[src/rtl/fact_scheduler.sv]
// rtl/fact_scheduler.sv - round-robin scheduler sharing one factorial engine between two requesters
module fact_scheduler #(
  parameter int N_W     = 4,
  parameter int RES_W   = 32,
  parameter int TIMEOUT = 64
) (
  input  logic             clk,
  input  logic             rst_n,
  input  logic             req0,
  input  logic             req1,
  input  logic [N_W-1:0]   n0,
  input  logic [N_W-1:0]   n1,
  output logic             ack0,
  output logic             ack1,
  output logic [RES_W-1:0] result0,
  output logic [RES_W-1:0] result1,
  output logic             err0,
  output logic             err1,
  output logic             eng_go,
  output logic [N_W-1:0]   eng_n,
  input  logic             eng_err,
  input  logic             eng_done,
  input  logic [RES_W-1:0] eng_result,
  output logic             busy,
  output logic [1:0]       state
);

  typedef enum logic [1:0] {
    S_IDLE  = 2'b00,
    S_ISSUE = 2'b01,
    S_WAIT  = 2'b10,
    S_RESP  = 2'b11
  } state_t;

  // Last timer value that still counts as a legal WAIT cycle
  localparam logic [7:0] TIMER_LAST = 8'(TIMEOUT - 1);

  state_t           state_q, state_d;
  logic             gnt_q, gnt_d;
  logic             last_q, last_d;
  logic [7:0]       timer_q, timer_d;
  logic             abort_q, abort_d;
  logic             ack0_q, ack0_d;
  logic             ack1_q, ack1_d;
  logic             err0_q, err0_d;
  logic             err1_q, err1_d;
  logic [RES_W-1:0] result0_q, result0_d;
  logic [RES_W-1:0] result1_q, result1_d;
  logic [N_W-1:0]   eng_n_q, eng_n_d;

  // Completion bookkeeping shared by the error, done and timeout paths
  logic             fin;
  logic [RES_W-1:0] fin_res;

  // Next-state, grant, timer and completion logic
  always_comb begin
    state_d   = state_q;
    gnt_d     = gnt_q;
    last_d    = last_q;
    timer_d   = timer_q;
    abort_d   = abort_q;
    ack0_d    = 1'b0;
    ack1_d    = 1'b0;
    err0_d    = err0_q;
    err1_d    = err1_q;
    result0_d = result0_q;
    result1_d = result1_q;
    eng_n_d   = eng_n_q;
    fin       = 1'b0;
    fin_res   = '0;

    case (state_q)
      S_IDLE: begin
        if (req0 || req1) begin
          // On a tie the requester that was not served last wins
          gnt_d   = (req0 && req1) ? ~last_q : req1;
          eng_n_d = gnt_d ? n1 : n0;
          state_d = S_ISSUE;
        end
      end
      S_ISSUE: begin
        timer_d = '0;
        if (eng_err) begin
          abort_d = 1'b1;
          fin     = 1'b1;
          state_d = S_RESP;
        end else begin
          abort_d = 1'b0;
          state_d = S_WAIT;
        end
      end
      S_WAIT: begin
        timer_d = timer_q + 8'd1;
        // eng_done takes priority over a coincident timeout
        if (eng_done) begin
          abort_d = 1'b0;
          fin     = 1'b1;
          fin_res = eng_result;
          state_d = S_RESP;
        end else if (timer_q == TIMER_LAST) begin
          abort_d = 1'b1;
          fin     = 1'b1;
          state_d = S_RESP;
        end
      end
      default: begin
        last_d  = gnt_q;
        state_d = S_IDLE;
      end
    endcase

    if (fin) begin
      if (gnt_q) begin
        ack1_d    = 1'b1;
        err1_d    = abort_d;
        result1_d = fin_res;
      end else begin
        ack0_d    = 1'b1;
        err0_d    = abort_d;
        result0_d = fin_res;
      end
    end
  end

  // State and registered outputs, cleared asynchronously by reset
  always_ff @(posedge clk or negedge rst_n) begin
    if (!rst_n) begin
      state_q   <= S_IDLE;
      gnt_q     <= 1'b0;
      last_q    <= 1'b1;
      timer_q   <= '0;
      abort_q   <= 1'b0;
      ack0_q    <= 1'b0;
      ack1_q    <= 1'b0;
      err0_q    <= 1'b0;
      err1_q    <= 1'b0;
      result0_q <= '0;
      result1_q <= '0;
      eng_n_q   <= '0;
    end else begin
      state_q   <= state_d;
      gnt_q     <= gnt_d;
      last_q    <= last_d;
      timer_q   <= timer_d;
      abort_q   <= abort_d;
      ack0_q    <= ack0_d;
      ack1_q    <= ack1_d;
      err0_q    <= err0_d;
      err1_q    <= err1_d;
      result0_q <= result0_d;
      result1_q <= result1_d;
      eng_n_q   <= eng_n_d;
    end
  end

  // eng_go must be suppressed in the same ISSUE cycle that eng_err reports a bad operand
  assign eng_go  = (state_q == S_ISSUE) && !eng_err;
  assign busy    = (state_q != S_IDLE);
  assign state   = state_q;
  assign ack0    = ack0_q;
  assign ack1    = ack1_q;
  assign err0    = err0_q;
  assign err1    = err1_q;
  assign result0 = result0_q;
  assign result1 = result1_q;
  assign eng_n   = eng_n_q;

endmodule

[config.mk]
export PLATFORM = sky130hd
export DESIGN_NAME = fact_scheduler
export DESIGN_NICKNAME = d
export VERILOG_FILES = /design/src/rtl/fact_scheduler.sv
export SDC_FILE = /design/constraint.sdc
export NUM_CORES = 1
export LEC_CHECK = 0
export ABC_CLOCK_PERIOD_IN_PS = 1580
export CORE_AREA = 2 2 134 103
export CTS_BUF_LIST = sky130_fd_sc_hd__clkbuf_8
export CTS_CLUSTER_SIZE = 8
export DETAILED_ROUTE_END_ITERATION = 8
export DIE_AREA = 0 0 136 105
export PLACE_DENSITY = 0.65
export RECOVER_POWER = 25
export SYNTH_ARGS = -nofsm -noshare
export SYNTH_HDL_FRONTEND = slang
export SYNTH_SLANG_ARGS = --single-unit
[constraint.sdc]
create_clock -name clk -period 1.58 [get_ports clk]
set_input_delay 0.316 -clock clk [delete_from_list [all_inputs] [get_ports clk]]
set_output_delay 0.316 -clock clk [all_outputs]
set_load 0.01 [all_outputs]
==> run_results.csv <==
group,metric,value,unit
floorplan,fp.dieW,136,um
worst_setup_path,reg2regPathDepth,7,
worst_setup_path,criticalPathCategory,"flip-flop to flip-flop",
sta,fin_crit,1.73,ns
worst_setup_path,worstReg2RegStart,"state[0]",
finish,n_antenna_cell,0,
placement,gp_congestion,0.744,
sta,timing.slew.headroom,0.480,
yosys,synth_mux_area_frac,0.246,
floorplan,core_area,12900,um2
grt,grt_pass1_wl,15.2,mm
status,run_status,"finished with violations",
yosys,netlist-cell-type-count,36,
pwr,max-vdd-ir-drop,0.000825,V
worst_setup_path,path_buf_inv,2,
drt,vias,2759,
pwr,p_total,9.94,mW
drt,first_pass_iters,4,
floorplan,dieHeight,105,um
clock_network,cts_tree,"built",
drt,drt-total-wl,9.44,mm
pwr,p_leak,3.30,nW
finish,area_delta_synth_final,53.7,%
floorplan,ios,122,
worst_setup_path,crit_path_start_kind,"flip-flop",
hold_path,hold_path_depth,2,
finish,final_common_cell,"dfrtp_1",
drt,drt_iter0_markers,117,
finish,stdcell_count,612,
finish,final_area,5900,um2
worst_setup_path,cp.required,1.82,ns
sta,setup_ws,-0.148,ns
clock_network,clock-sinks,85,
grt,grtUsageTotal,0.137,
worst_setup_path,crit_family,"flip-flops",
worst_setup_path,critical_path.max_fanout,17,
finish,finalNetCount,487,
sta,fmax,579,MHz
yosys,synthXorXnorAreaFrac,0.00228,
worst_setup_path,r2r_end,"result0[17]",
worst_setup_path,rrSetupSlack,-0.15,ns
sta,tns,-8.40,ns
yosys,syn-mean-instance-area,13.8,um2
floorplan,die-area,14300,um2
grt,overflow,0,
yosys,ys.flop_type,"dfrtp_1",
run,drv_cap,0,
finish,drive_above_1_share,0.336,
sta,finalSetupViolCount,66,
hold_path,hold_path_end,"eng_n[3]",
placement,placed_area,5550,um2
drt,drt-wirelength-per-cell,15.4,um
clock_network,path_clk_slew,0.09,ns
placement,dp.cells,588,
yosys,seq_area_frac_synth,0.555,
floorplan,initial_core_util,0.298,
worst_setup_path,critical_path.max_stage_delay,0.42,ns
worst_setup_path,crit_arrival,1.97,ns
worst_setup_path,crit_cells,7,
yosys,synth_compound_area_frac,0.0382,
sta,post-route-period-util,1.09,
drt,drt-vias-per-instance,4.51,
worst_setup_path,path_cells,"buf_6, ha_4, a21oi_4, o21ai_4, nand4b_4, buf_12, mux2_2",
grt,grt_max_degree,86,
sta,maxSlewViolCount,0,
yosys,yosys_warnings,0,
yosys,synth_nets,329,
sta,hold_viol_final,0,
clock_network,root_buffer,"clkbuf_8",
yosys,synthAdderAreaFrac,0.0163,
clock_network,ctsHtreeMaxLevel,3,
grt,grt_pass1_vias,2969,
hold_path,hold_path.class,"flip-flop to flip-flop",
placement,hpwl,6.53,mm
clock_network,clockBufferDepth,2,
clock_network,worst_skew_pair.late_latency,0.35,ns
floorplan,rows,36,
sta,rsz0062_at_grt,"true",
yosys,synth_top_family_by_area,"multiplexers",
sta,tightest_slew,0.780,ns
hold_path,hp-start,"eng_n[3]",
yosys,syn_area,3830,um2
placement,port_buffers,121,
clock_network,cts_buffers,9,
yosys,synth_edf_count,0,
yosys,yosys.area_share.simple,0.105,
worst_setup_path,slowest_stage,"dfrtp_2",
drt,drtAntennaViolNets,0,
worst_setup_path,end_kind,"flip-flop",
pwr,p_per_area,1690,nW/um2
yosys,ys_seq_elements,85,
finish,layout_common_cells,"dfrtp_1, dlygate4sd2_1, mux2_4",
yosys,postSynthCellCount,278,
grt,antenna_found_initial,0,
sta,clock_skew,0.00867,ns
drt,post-route-drc-count,0,
status,violations,"setup timing",
yosys,async_flop_share,1.00,
[cells by family after synthesis]
group                    count (synthesis)
buffers and inverters                   26
XOR/XNOR                                 1
AO/OA/AOI/OAI                           23
multiplexers                            74
AND/OR/NAND/NOR                         64
flip-flops                              85
adder cells (fa/ha/maj)                  5
[how the worst max path moves through the flow]
stage	slack, ns	from	end
2_1_floorplan	-0.07	timer_q[0]	result1[10]
3_5_place_dp	-0.31	eng_err	result1[1]
6_report	-0.15	state[0]	result0[17]
4_1_cts	-0.17	state[0]	result0[16]
5_1_grt	-0.22	state[0]	result0[12]
3_3_place_gp	-0.29	eng_err	result1[1]
[cells in the mapped netlist, drive strengths merged (2+ instances only)]
cell | count | area, um2
nand2b | 2 | 12.5
nor3 | 2 | 10.0
clkbuf | 8 | 30.0
and3 | 32 | 200
o21ai | 12 | 63.8
buf | 6 | 67.6
mux2i | 9 | 90.1
a21oi | 3 | 15.0
nand2 | 13 | 48.8
nand3 | 4 | 32.5
a22o | 2 | 17.5
nand4 | 2 | 27.5
inv | 12 | 45.0
nor2 | 3 | 11.3
ha | 5 | 62.6
dfrtp | 84 | 2100
mux2 | 65 | 852
[area by class of cell]
class | count | area (um2)
clock buffer | 10 | 138
multi-input combinational | 167 | 1750
tap | 171 | 214
inverter | 12 | 52.6
fill | 1216 | 6990
clock inverter | 6 | 110
timing repair buffer | 161 | 1510
sequential | 85 | 2130
[sequential cells by signal, summed over array words and instances (netlist names)]
| signal | count |
|---|---|
| result1 | 32 |
| result0 | 32 |
| err0 | 1 |
| eng_n | 4 |
| gnt_q | 1 |
| ack1 | 1 |
| ack0 | 1 |
| state | 2 |
| abort_q | 1 |
| err1 | 1 |
| last_q | 1 |
| timer_q | 8 |
[worst reg2reg max path: stages (launching register included)]
cell,delay (ns)
dfrtp_2,0.42
buf_6,0.12
ha_4,0.17
a21oi_4,0.16
o21ai_4,0.09
nand4b_4,0.12
buf_12,0.18
mux2_2,0.36
[metrics by stage]
stage / hold WS, ns / utilization / setup WS [ns]
after detailed placement: 0.398 / 0.430 / -0.315
after floorplan: 0.0204 / - / -0.0712
after global routing: 0.529 / 0.458 / -0.217
final: 0.499 / 0.458 / -0.148
after CTS: 0.497 / 0.454 / -0.170
after global placement: 0.390 / 0.430 / -0.292
[power by group]
part           switching, mW  total [mW]  internal [mW]
Sequential             0.455        3.38           2.93
Clock                  0.797        1.89           1.09
Combinational           2.03        4.67           2.65
Total                   3.28        9.94           6.67
[repair_timing]
action	4_1_cts	5_1_grt
resized for setup	108	17
hold endpoints to repair	18	0
hold buffers	1	0
endpoints found under the setup margin	137	80
pin swaps	2	3
buffers inserted	6	1
[routing by layer]
metal,global-route usage,share of wire,vias to the layer above
met2,0.214,0.46,83
li1,-,-,1297
met3,0.0422,0.059,9
met4,0.0439,0.013,0
met1,0.181,0.47,1370
met5,0,0,-
Power figures use the tool's default switching activity.
